**src/rtl/matrix_loader_if.sv**
```systemverilog
// Stream-in / operand-out bundle between the upstream source, the matrix loader
// and the matrix multiplier. The loader uses the slave view; the driving side uses master.
interface matrix_loader_if #(
  parameter int DATA_W    = 32,
  parameter int MAX_ELEMS = 4
);
  logic [DATA_W-1:0] in_data;
  logic              in_valid;
  logic              in_ready;
  logic [DATA_W-1:0] flat_matrix_1 [0:MAX_ELEMS-1];
  logic [DATA_W-1:0] flat_matrix_2 [0:MAX_ELEMS-1];
  logic [3:0]        R1;
  logic [3:0]        C1;
  logic [3:0]        R2;
  logic [3:0]        C2;
  logic              readybit;
  logic              startbit;
  logic              hdr_err;
  logic              busy;

  modport slave (
    input  in_data, in_valid, startbit,
    output in_ready, flat_matrix_1, flat_matrix_2, R1, C1, R2, C2,
           readybit, hdr_err, busy
  );

  modport master (
    output in_data, in_valid, startbit,
    input  in_ready, flat_matrix_1, flat_matrix_2, R1, C1, R2, C2,
           readybit, hdr_err, busy
  );
endinterface

```
**src/rtl/matrix_loader.sv**
```systemverilog
// Collects a header plus two row-major matrices from a valid/ready word stream
// and presents them, held stable, to the multiplier until it acknowledges.
module matrix_loader #(
  parameter int DATA_W    = 32,
  parameter int MAX_ELEMS = 4
) (
  input  logic             CLK,
  input  logic             RST_N,
  matrix_loader_if.slave   bus
);

  localparam int          IDX_W = (MAX_ELEMS > 1) ? $clog2(MAX_ELEMS) : 1;
  localparam logic [7:0]  MAX_E = 8'(MAX_ELEMS);

  localparam logic [1:0] IDLE    = 2'd0;
  localparam logic [1:0] LOAD1   = 2'd1;
  localparam logic [1:0] LOAD2   = 2'd2;
  localparam logic [1:0] PRESENT = 2'd3;

  logic [1:0]        state_q, state_d;
  logic [IDX_W-1:0]  idx_q, idx_d;
  logic [3:0]        r1_q, r1_d, c1_q, c1_d, r2_q, r2_d, c2_q, c2_d;
  logic [DATA_W-1:0] buf1_q [0:MAX_ELEMS-1];
  logic [DATA_W-1:0] buf1_d [0:MAX_ELEMS-1];
  logic [DATA_W-1:0] buf2_q [0:MAX_ELEMS-1];
  logic [DATA_W-1:0] buf2_d [0:MAX_ELEMS-1];
  logic              in_ready_q, in_ready_d;
  logic              readybit_q, readybit_d;
  logic              hdr_err_q, hdr_err_d;

  logic              xfer;
  logic [7:0]        n1, n2, idx_ext;

  function automatic logic [7:0] prod8(input logic [3:0] a, input logic [3:0] b);
    return {4'd0, a} * {4'd0, b};
  endfunction

  function automatic logic hdr_ok(input logic [15:0] h);
    logic [3:0] r1, c1, r2, c2;
    r1 = h[3:0];
    c1 = h[7:4];
    r2 = h[11:8];
    c2 = h[15:12];
    return (r1 != 4'd0) && (c1 != 4'd0) && (r2 != 4'd0) && (c2 != 4'd0) &&
           (prod8(r1, c1) <= MAX_E) && (prod8(r2, c2) <= MAX_E) && (c1 == r2);
  endfunction

  assign xfer    = bus.in_valid && in_ready_q;
  assign n1      = prod8(r1_q, c1_q);
  assign n2      = prod8(r2_q, c2_q);
  assign idx_ext = 8'(idx_q);

  always_comb begin
    state_d   = state_q;
    idx_d     = idx_q;
    r1_d      = r1_q;
    c1_d      = c1_q;
    r2_d      = r2_q;
    c2_d      = c2_q;
    buf1_d    = buf1_q;
    buf2_d    = buf2_q;
    hdr_err_d = 1'b0;

    case (state_q)
      IDLE: begin
        if (xfer) begin
          if (hdr_ok(bus.in_data[15:0])) begin
            r1_d  = bus.in_data[3:0];
            c1_d  = bus.in_data[7:4];
            r2_d  = bus.in_data[11:8];
            c2_d  = bus.in_data[15:12];
            for (int i = 0; i < MAX_ELEMS; i++) begin
              buf1_d[i] = '0;
              buf2_d[i] = '0;
            end
            idx_d   = '0;
            state_d = LOAD1;
          end else begin
            // Rejected header: outputs keep the last good operand set.
            hdr_err_d = 1'b1;
          end
        end
      end

      LOAD1: begin
        if (xfer) begin
          buf1_d[idx_q] = bus.in_data;
          if (idx_ext == n1 - 8'd1) begin
            idx_d   = '0;
            state_d = LOAD2;
          end else begin
            idx_d = idx_q + 1'b1;
          end
        end
      end

      LOAD2: begin
        if (xfer) begin
          buf2_d[idx_q] = bus.in_data;
          if (idx_ext == n2 - 8'd1) begin
            idx_d   = '0;
            state_d = PRESENT;
          end else begin
            idx_d = idx_q + 1'b1;
          end
        end
      end

      PRESENT: begin
        if (bus.startbit) begin
          state_d = IDLE;
        end
      end

      default: state_d = IDLE;
    endcase
  end

  // Handshake flags are registered from the next state so they line up with it.
  assign in_ready_d = (state_d != PRESENT);
  assign readybit_d = (state_d == PRESENT);

  always_ff @(posedge CLK or negedge RST_N) begin
    if (!RST_N) begin
      state_q    <= IDLE;
      idx_q      <= '0;
      r1_q       <= '0;
      c1_q       <= '0;
      r2_q       <= '0;
      c2_q       <= '0;
      in_ready_q <= 1'b0;
      readybit_q <= 1'b0;
      hdr_err_q  <= 1'b0;
      for (int i = 0; i < MAX_ELEMS; i++) begin
        buf1_q[i] <= '0;
        buf2_q[i] <= '0;
      end
    end else begin
      state_q    <= state_d;
      idx_q      <= idx_d;
      r1_q       <= r1_d;
      c1_q       <= c1_d;
      r2_q       <= r2_d;
      c2_q       <= c2_d;
      in_ready_q <= in_ready_d;
      readybit_q <= readybit_d;
      hdr_err_q  <= hdr_err_d;
      for (int i = 0; i < MAX_ELEMS; i++) begin
        buf1_q[i] <= buf1_d[i];
        buf2_q[i] <= buf2_d[i];
      end
    end
  end

  assign bus.in_ready      = in_ready_q;
  assign bus.readybit      = readybit_q;
  assign bus.hdr_err       = hdr_err_q;
  assign bus.busy          = (state_q != IDLE);
  assign bus.R1            = r1_q;
  assign bus.C1            = c1_q;
  assign bus.R2            = r2_q;
  assign bus.C2            = c2_q;
  assign bus.flat_matrix_1 = buf1_q;
  assign bus.flat_matrix_2 = buf2_q;

endmodule

```
**src/flat_wrapper.sv**
```systemverilog
// flat-port wrapper written by rule: the top's interface ports become plain ports
module matrix_loader_flat 
#(
  parameter int DATA_W    = 32,
  parameter int MAX_ELEMS = 4
)
  (CLK, RST_N, bus_in_data, bus_in_valid, bus_startbit, bus_in_ready, bus_flat_matrix_1, bus_flat_matrix_2, bus_R1, bus_C1, bus_R2, bus_C2, bus_readybit, bus_hdr_err, bus_busy);
  matrix_loader_if #(.DATA_W(DATA_W), .MAX_ELEMS(MAX_ELEMS)) bus_i ();
  input  logic CLK;
  input  logic RST_N;
  input wire logic [$bits(bus_i.in_data)-1:0] bus_in_data;
  input wire logic [$bits(bus_i.in_valid)-1:0] bus_in_valid;
  input wire logic [$bits(bus_i.startbit)-1:0] bus_startbit;
  output wire logic [$bits(bus_i.in_ready)-1:0] bus_in_ready;
  output wire logic [$bits(bus_i.flat_matrix_1)-1:0] bus_flat_matrix_1;
  output wire logic [$bits(bus_i.flat_matrix_2)-1:0] bus_flat_matrix_2;
  output wire logic [$bits(bus_i.R1)-1:0] bus_R1;
  output wire logic [$bits(bus_i.C1)-1:0] bus_C1;
  output wire logic [$bits(bus_i.R2)-1:0] bus_R2;
  output wire logic [$bits(bus_i.C2)-1:0] bus_C2;
  output wire logic [$bits(bus_i.readybit)-1:0] bus_readybit;
  output wire logic [$bits(bus_i.hdr_err)-1:0] bus_hdr_err;
  output wire logic [$bits(bus_i.busy)-1:0] bus_busy;
  assign bus_i.in_data = bus_in_data;
  assign bus_i.in_valid = bus_in_valid;
  assign bus_i.startbit = bus_startbit;
  assign bus_in_ready = bus_i.in_ready;
  assign bus_flat_matrix_1 = {>>{bus_i.flat_matrix_1}};
  assign bus_flat_matrix_2 = {>>{bus_i.flat_matrix_2}};
  assign bus_R1 = bus_i.R1;
  assign bus_C1 = bus_i.C1;
  assign bus_R2 = bus_i.R2;
  assign bus_C2 = bus_i.C2;
  assign bus_readybit = bus_i.readybit;
  assign bus_hdr_err = bus_i.hdr_err;
  assign bus_busy = bus_i.busy;
  matrix_loader #(.DATA_W(DATA_W), .MAX_ELEMS(MAX_ELEMS)) u_core (.CLK(CLK), .RST_N(RST_N), .bus(bus_i));
endmodule
```
**config.mk**
```make
export PLATFORM = sky130hd
export DESIGN_NAME = matrix_loader_flat
export DESIGN_NICKNAME = d
export VERILOG_FILES = /design/src/rtl/matrix_loader_if.sv /design/src/rtl/matrix_loader.sv /design/src/flat_wrapper.sv
export SDC_FILE = /design/constraint.sdc
export NUM_CORES = 1
export LEC_CHECK = 0
export ABC_AREA = 1
export BUFFER_PORTS_ARGS = -buffer_cell sky130_fd_sc_hd__buf_2
export CORE_ASPECT_RATIO = 2
export CORE_UTILIZATION = 56
export DETAILED_ROUTE_END_ITERATION = 10
export PLACE_DENSITY = 0.81
export REMOVE_ABC_BUFFERS = 1
export SYNTH_ARGS = -nofsm -noshare
export SYNTH_HDL_FRONTEND = slang
export SYNTH_SLANG_ARGS = --single-unit
```
**constraint.sdc**
```tcl
create_clock -name CLK -period 3.6 [get_ports CLK]
set_input_delay 0.18 -clock CLK [delete_from_list [all_inputs] [get_ports CLK]]
set_output_delay 0.18 -clock CLK [all_outputs]
set_load 0.02 [all_outputs]
```
Yosys cells after proc, flatten, opt, wreduce, memory -nomap -nowiden
Index checks and enable logic that the tools add are counted.
- bits in registers: 279
- bits in latches: 0
- bits in writable memories: 0
- memory bits (read-only): 0
- input bits: 36
- output and inout port bits: 276
- logic and storage cells: 90
- memories: 0
- add/sub/neg operators: 3
- $mul: 4
- div/mod/pow operators: 0
- order comparisons: 4
- equality and inequality tests: 12
- shift operators: 0
- mux-type cells: 28
- bitwise operators: 1
- reduce and logical (&&, ||, !) cells: 21
- operators by type and width (operator ; number):
    128-bit two-way mux ; 4
    128-bit one-hot mux with 2 select lines ; 2
    128-bit bitwise mux ; 2
    32-bit demux with 2-bit select ; 1
    4-bit by 4-bit multiplier with 8-bit output ; 4
    32-bit two-way mux ; 1
    2-bit two-way mux ; 13
    2-bit by 8-bit == test with 1-bit output ; 2
    8-bit by 3-bit less-or-equal comparator with 1-bit output (second input constant) ; 2
    4-bit nonzero test ; 4
    8-bit by 1-bit subtractor with 8-bit output (second input constant) ; 2
    1-bit logical AND ; 8
    2-bit by 1-bit inequality test with 1-bit output (second input constant) ; 4
    2-bit one-hot mux with 4 select lines ; 1
    4-bit AND reduction ; 2
    2-bit == test (second input constant) ; 3
    2-bit one-hot mux with 3 select lines ; 1
    2-bit nonzero test ; 3
    5-bit AND reduction ; 1
    4-bit == test ; 1
    3-bit greater-or-equal comparator (second input constant) ; 1
    3-bit by 1-bit < comparator with 1-bit output (second input constant) ; 1
    1-bit two-way mux ; 3
    2-bit inverter with 3-bit output ; 1
    other kinds (6) ; 6

Logic depth before layout (Yosys ltp)
Gate-level depths: netlist of run 1.
- depth after elaboration: 11
- gate-level depth with buffers: 23
- gate-level depth less buffers: 20

Worst setup path after synthesis of run 1
Ideal clock, no wire load.
- path type: input to register
- start point: input bus_in_data[15]
- end point: register u_core.buf2_q (netlist bit u_core.bus.flat_matrix_2[27])
- setup time: 117 ps
- arrival time: 3193 ps
- required time: 3483 ps
- path slack: 290 ps
- stages: 20
- path buffers: 3
- cell sequence: buf_2 > nand2_1 > fa_1 > fa_1 > inv_1 > fa_1 > nor2_1 > o21ai_1 > a21oi_1 > nand2_1 > nor2_1 > nand2_1 > nor2_2 > nand2_2 > nand2_4 > buf_12 > o211ai_2 > buf_2 > nand2_1 > nand2_1
- longest elaborated chain between the ends: 7
- elaborated cells between the ends (all ways): 9
- classes of those cells: 1 x mul; 1 x order compare; 1 x eq/ne; 6 x reduce/logical
- ends and longest elaborated chain (item ; line ; RTL):
    start: declaration ; flat_wrapper.sv:11 ; input wire logic [$bits(bus_i.in_data)-1:0] bus_in_data;
    parallel branches: the longest is 3 deep, another holds 4-bit by 4-bit multiplier with 8-bit output ; - ;
    1-bit logical AND (*) (2 in a row) ; matrix_loader.sv:45 ; (prod8(r1, c1) <= MAX_E) && (prod8(r2, c2) <= MAX_E) && (c1 == r2);
    2-bit by 1-bit inequality test with 1-bit output (no line) (*) ; - ;
    4-bit AND reduction (no line) (*) ; - ;
    end signal: indexed assignment ; matrix_loader.sv:150 ; buf2_q[i] <= buf2_d[i];
    end: declaration ; matrix_loader.sv:25 ; logic [DATA_W-1:0] buf2_q [0:MAX_ELEMS-1];
Mark *: on every way between the ends.
A chain may end at the register's enable or synchronous reset.

Worst setup path after layout of run 1
- start point: register u_core.r2_q[1] (netlist: u_core.bus.R2[1])
- end point: register u_core.in_ready_q (netlist: u_core.bus.in_ready)
- longest elaborated chain between the ends: 7
- ends and longest elaborated chain (item ; line ; RTL):
    start: declaration ; matrix_loader.sv:22 ; logic [3:0] r1_q, r1_d, c1_q, c1_d, r2_q, r2_d, c2_q, c2_d;
    start signal: assignment ; matrix_loader.sv:143 ; r2_q <= r2_d;
    4-bit by 4-bit multiplier with 8-bit output ; matrix_loader.sv:35 ; return {4'd0, a} * {4'd0, b};
    8-bit by 1-bit subtractor with 8-bit output ; matrix_loader.sv:100 ; if (idx_ext == n2 - 8'd1) begin
    2-bit by 8-bit == test with 1-bit output ; matrix_loader.sv:100 ;
    2-bit two-way mux ; matrix_loader.sv:100 ;
    2-bit two-way mux ; matrix_loader.sv:98 ; if (xfer) begin
    2-bit one-hot mux with 4 select lines ; matrix_loader.sv:64 ; case (state_q)
    named net u_core.state_d[0] ; matrix_loader.sv:20 ; logic [1:0] state_q, state_d;
    2-bit inequality test ; matrix_loader.sv:120 ; assign in_ready_d = (state_d != PRESENT);
    named net u_core.in_ready_d ; matrix_loader.sv:27 ; logic in_ready_q, in_ready_d;
    end signal: assignment ; matrix_loader.sv:145 ; in_ready_q <= in_ready_d;
    end: declaration ; matrix_loader.sv:27 ;
The timed path passes the listed nets, and every way through them passes these cells.

==> impl_metrics.ini, run 1 <==
[yosys]
yosys.area.top_type = dfrtp_1
synthDistinctLibCells = 34
yosysMostFrequentCell = nand2_1
yosysTopAreaCellShare_pct = 45.47
syn_area_um2 = 15350
synth-edff-count = 0
postSynthCellCount = 1946
synthTopCellsByArea = dfrtp_1 45%, nand2_1 20%, nand4_1 11%
synth_warnings = 0
synthTopCellsByCount = 800 x nand2_1, 279 x dfrtp_1, 266 x nand4_1, 247 x inv_1, 72 x clkbuf_1
yosysSeqAreaShare_pct = 45.47
async_flop_share_pct = 100.0
avgSynthCellArea_um2 = 7.890
synthFlopType = dfrtp_1
ys_ff_latch = 279

[worst_setup_path]
critPathMostFrequentCell = nand2_1
r2r-start = u_core.bus.R2[1]$_DFFE_PN0P_
path_class = reg -> reg
max_stage_delay_ns = 0.51
endpoint_kind = flip-flop
crit_start = u_core.bus.R2[1]$_DFFE_PN0P_
path_buf_inv = 2
worstPathRequired_ns = 4.02
crit_slowest_cell = fa_1
startpoint_type = flip-flop
critPathArrivalTime_ns = 3.85
cp_cell_sequence = nand2_1, ha_1, fa_1, inv_1, fa_1, ha_4, nand2_1, nor2_1, nand2_1, nand3_1, nand2_1, a21oi_2, buf_4, nand3_2, a21oi_2, nor2_2, nor2_2, nand2_1
critPathMaxFanout = 5
cp_top_family = adder cells

[global_route]
grt_max_degree = 114
grt-ovfl-total = 0
antenna_found_initial = 2
first_global_vias = 14890
grt_util_all_layers_pct = 36.27
grt_pass1_wl_um = 79140

[clock_network]
clk_pin_slew_ns = 0.07
post_cts_buffers = 0
root_buffer = clkbuf_16
cts_buffers = 24
cts_buffer_depth = 3
cts.sinks = 279
cts_tree = done
h-tree-depth = 1
insertion_delay_ns = 0.53

[die]
die_x_um = 119.1
core-area_um2 = 26910
die-area_um2 = 28120
rows = 85
ios = 312
initial_core_util_pct = 57.07
fp.dieH_um = 236.2

[pwr]
ir_drop_v = 0.0005435
power.density_nw_per_um2 = 580.9
power_mw = 10.71
power.leakage_nw = 11.51

[sta]
drv_slew = 0
hold_violations = 0
period_needed_ns = 3.438
setup_viol = 0
fmax_ghz = 0.2909
skew_ns = 0.01018
fin_crit_sh_pct = 95.50
timing.hold.ws_ns = 0.03683
slew_headroom_pct = 29.50
fin_ws_ns = 0.1619
worst_pin_slew_ns = 1.058

[flow_run]
drv_cap = 0

[placement]
dp_hpwl_um = 34550
globalplace.congestion = 0.9686
place_area_um2 = 17440
place_ws_ns = -0.07491
numPortBuffers = 311

[worst_hold_path]
min-delay-start = bus_in_data[23]
hold_class = in -> reg

[routing]
vias = 14920
via_per_inst = 5.756
post-route-drc-count = 0
ant_nets = 0
wl_um = 50830
first_iter_violations = 978
first_pass_iters = 5
wl_per_cell_um = 19.62

[finish]
drive_gt1_share_pct = 21.29
area_growth_pct = 20.05
fin_area_um2 = 18430
nFillCells = 2181
utilization_pct = 68.51
num-nets-final = 2341

[run_status]
status = finished clean
[per-stage QoR]
stage | setup TNS [ns] | std cells
floorplan | -1125.11 | 1800
global route | -0.04470 | 2591
CTS | 0 | 2589
global placement | 0 | 2544
detailed placement | -0.1591 | 2544
finish | 0 | 2591
[per-layer routing]
metal  share of wire [%]  track usage [%]  wire length [um]
met3                 7.7            4.811              3890
met4                 7.8            28.00              3979
met2                  51            62.02             25790
met1                  34            40.48             17170
met5                   0                0                 0
[state kept, by name, summed over array words and instances, names as in the netlist, 2 cells and up]
signal                    flops
u_core.bus.flat_matrix_2    128
u_core.idx_q                  2
u_core.bus.R1                 4
u_core.bus.C1                 4
u_core.bus.R2                 4
u_core.bus.C2                 4
u_core.state_q                2
u_core.bus.flat_matrix_1    128
[report_power, final]
part | internal (mW) | switching [mW]
Clock | 1.68 | 1.22
Sequential | 3.86 | 0.493
Combinational | 1.06 | 2.40
Total | 6.60 | 4.11
[worst min-delay path: cells and delay by family]
family,cells,cell delay (ns)
AND/OR/NAND/NOR,3,0.18
buffers and inverters,2,0.17
[cell families after synthesis]
kind of cell | synth area share (%)
fa+ha+maj | 7.562
simple gates | 32.42
compound gates | 2.062
xor+xnor | 0.3422
flops | 45.47
buf+inv | 12.14
[placed cells by master (no fill, tap or decap), drive strengths merged, types with 2 or more instances in the layout]
| cell type | Yosys | layout |
|---|---|---|
| or2 | 3 | 3 |
| clkbuf | 72 | 29 |
| diode | 0 | 2 |
| o211ai | 8 | 8 |
| nand2 | 802 | 802 |
| clkinvlp | 0 | 3 |
| buf | 74 | 396 |
| o21ai | 22 | 22 |
| a21oi | 19 | 19 |
| nand3 | 26 | 26 |
| xnor2 | 2 | 2 |
| clkinv | 0 | 7 |
| xor2 | 4 | 4 |
| inv | 250 | 250 |
| ha | 64 | 64 |
| nor2 | 32 | 32 |
| fa | 18 | 18 |
| nand4 | 266 | 266 |
| bufinv | 0 | 5 |
| dfrtp | 279 | 279 |
| nor3 | 2 | 2 |
[worst paths after layout]
kind / slack [ns] / endpoint / cells past startpoint
max in group asynchronous: 2.21 / u_core.bus.flat_matrix_2[94]$_DFFE_PN0P_ / 3
min reg2reg: 0.47 / u_core.bus.flat_matrix_2[126]$_DFFE_PN0P_ / 2
min: 0.04 / u_core.bus.flat_matrix_2[119]$_DFFE_PN0P_ / 5
max: 0.16 / u_core.bus.in_ready$_DFF_PN0_ / 18
min in group asynchronous: 0.26 / u_core.bus.flat_matrix_1[56]$_DFFE_PN0P_ / 2
max reg2reg: 0.16 / u_core.bus.in_ready$_DFF_PN0_ / 18
[final cells by class]
cell class	count	area, um^2	share of cell area (%)
Antenna cell	2	5.005	0.02715
Sequential cell	279	6982	37.88
Clock inverter	15	215.2	1.168
Timing Repair Buffer	397	2490	13.51
Tap cell	348	435.4	2.362
Multi-Input combinational cell	1271	6704	36.37
Clock buffer	29	660.6	3.584
Inverter	250	940.9	5.105
[repair_timing]
action	CTS	global route
pin swaps	0	11
endpoints found under the setup margin	2	6
hold buffers	1	0
gates resized for setup	4	16
hold endpoints to repair	107	0
No activity file was read; power rests on OpenSTA's default activity.
==> run 2, diff against run 1 <==
CELL_PAD_IN_SITES_DETAIL_PLACEMENT = 1   (was default)
CELL_PAD_IN_SITES_GLOBAL_PLACEMENT = 2   (was default)
CORE_UTILIZATION = 32   (was 56)
PLACE_DENSITY = default   (was 0.81)
PLACE_DENSITY_LB_ADDON = 0.1   (was default)
RECOVER_POWER = 50   (was default)
==> impl_metrics.ini, run 2 (same netlist as run 1, synthesis figures left out) <==
[clock_network]
insertion_delay_ns = 0.56
h-tree-depth = 1
root_buffer = clkbuf_16
clk_pin_slew_ns = 0.07
cts.sinks = 279
cts_buffer_depth = 3
cts_buffers = 28
cts_tree = done

[pwr]
power.density_nw_per_um2 = 586.0
netSwitchingPower_mw = 4.341
p_sw_share_pct = 39.44
p_clk_share_pct = 29.3
p_comb_share_pct = 30.4
p_int_mw = 6.666
pwr-share-seq_pct = 40.3
ir_drop_v = 0.0003709
power.leakage_nw = 10.93

[finish]
final_cell_mix = 796 x nand2_1, 279 x dfrtp_1, 266 x nand4_1
fin_area_um2 = 18790
antenna-diode-count = 0
drive_gt1_share_pct = 13.65
final_common_cell = nand2_1
utilization_pct = 39.66
num-nets-final = 2354
nFillCells = 5888
area_growth_pct = 22.34

[run_status]
status = finished with violations
failed_checks = capacitance limit, slew limit

[worst_setup_path]
path_class = reg -> reg
crit_end = u_core.bus.in_ready$_DFF_PN0_
critPathArrivalTime_ns = 3.84
critPathMaxFanout = 5
r2r-start = u_core.bus.R2[0]$_DFFE_PN0P_
reg2reg_slack_ns = 0.20
r2r_end = u_core.bus.in_ready$_DFF_PN0_
startpoint_type = flip-flop
worstPathRequired_ns = 4.04
reg2reg_depth = 18
endpoint_kind = flip-flop
crit_start = u_core.bus.R2[0]$_DFFE_PN0P_

[flow_run]
drv_cap = 1

[global_route]
grt_util_all_layers_pct = 26.26
first_global_vias = 15590
grt_pass1_wl_um = 96700
grt-ovfl-total = 0
grt_max_degree = 132
antenna_found_initial = 1

[die]
core-area_um2 = 47360
initial_core_util_pct = 32.42
die_x_um = 156.9
rows = 113
ios = 312
die-area_um2 = 48920
fp.dieH_um = 311.8

[worst_hold_path]
hold_class = in -> reg
min-delay-start = bus_in_data[28]

[sta]
skew_ns = 0.01207
drv_slew = 88
period_needed_ns = 3.401
hold_violations = 0
setup_viol = 0
rsz0062_at_grt = no
slew_headroom_pct = -64.99
fin_crit_sh_pct = 94.48
worst_pin_slew_ns = 2.475
fmax_ghz = 0.2940

[placement]
dp_hpwl_um = 44680
numPortBuffers = 311
globalplace.congestion = 0.8124
place_area_um2 = 17890

[routing]
via_per_inst = 4.993
vias = 14430
ant_nets = 0
post-route-drc-count = 0
wl_um = 63110
first_iter_violations = 640
wl_per_cell_um = 21.84
first_pass_iters = 5
==> run 2: area by class of cell <==
| cell class | count | area, um^2 | share of cell area [%] |
|---|---|---|---|
| flip-flops and latches | 279 | 6982 | 37.17 |
| well taps | 632 | 790.8 | 4.209 |
| multi-input cells | 1271 | 6716 | 35.75 |
| inverters | 250 | 940.9 | 5.009 |
| clock buffers | 37 | 815.8 | 4.343 |
| repair buffers | 406 | 2357 | 12.55 |
| clock inverters | 14 | 182.7 | 0.9724 |
==> run 2: worst min path at each step <==
stage,endpoint,depth (start not counted)
2_1_floorplan,u_core.bus.C1[0]$_DFFE_PN0P_,0
3_3_place_gp,u_core.bus.flat_matrix_2[99]$_DFFE_PN0P_,1
3_5_place_dp,u_core.bus.flat_matrix_2[99]$_DFFE_PN0P_,1
4_1_cts,u_core.bus.flat_matrix_1[60]$_DFFE_PN0P_,5
5_1_grt,u_core.bus.flat_matrix_2[60]$_DFFE_PN0P_,5
6_report,u_core.bus.flat_matrix_1[60]$_DFFE_PN0P_,5
==> run 2: metal layers <==
metal  GRT usage (%)  vias to the layer above  part of all wire (%)  wire length (um)
li1                -                     6761                     -                 -
met5               0                        -                 0.021                13
met1           28.80                     7254                    37             23400
met3           4.075                       86                   4.6              2873
met2           49.64                      322                    55             34480
met4           9.581                        2                   3.7              2346
==> run 2: power groups by stage <==
stage	clock network [mW]	registers [mW]	logic (mW)
after floorplan	0	5.18	1.07
after global placement	0	4.47	3.48
after detailed placement	0	4.48	3.56
after CTS	3.33	4.44	3.56
after global routing	3.42	4.51	3.70
final	3.23	4.43	3.35
==> run 2: critical path, stage by stage, from the launching register on <==
cell,delay [ns]
dfrtp_1,0.39
nand2_2,0.09
ha_4,0.25
fa_1,0.50
inv_1,0.06
fa_1,0.50
ha_4,0.32
nand2_2,0.06
nor2_1,0.10
nand2_1,0.09
nand3_2,0.07
nand2_1,0.06
a21oi_2,0.17
buf_6,0.14
nand3_4,0.08
a21oi_2,0.15
nor2_1,0.06
nor2_2,0.11
nand2_1,0.08
==> run 2: what timing repair did <==
action / in CTS / in global routing
setup buffers: 0 / 1
hold buffers: 2 / 0
pin swaps: 2 / 10
cloned: 0 / 0
endpoints found under the setup margin: 2 / 5
hold endpoints to repair: 84 / 0
resized for setup: 3 / 20
==> run 2: stage by stage <==
stage / instances / setup TNS [ns] / worst slack, ns / hold slack [ns] / power [mW]
floorplan: 1800 / -1125.11 / -5.969 / -0.1156 / 6.252
detailed placement: 2835 / -6.979 / -0.1044 / 0.2611 / 8.032
global route: 2889 / 0 / 0.004459 / 0.04433 / 11.62
global placement: 2835 / -0.8874 / -0.02948 / 0.2674 / 7.950
finish: 2889 / 0 / 0.1986 / 0.03086 / 11.01
CTS: 2888 / 0 / 0.004043 / 0.01254 / 11.32
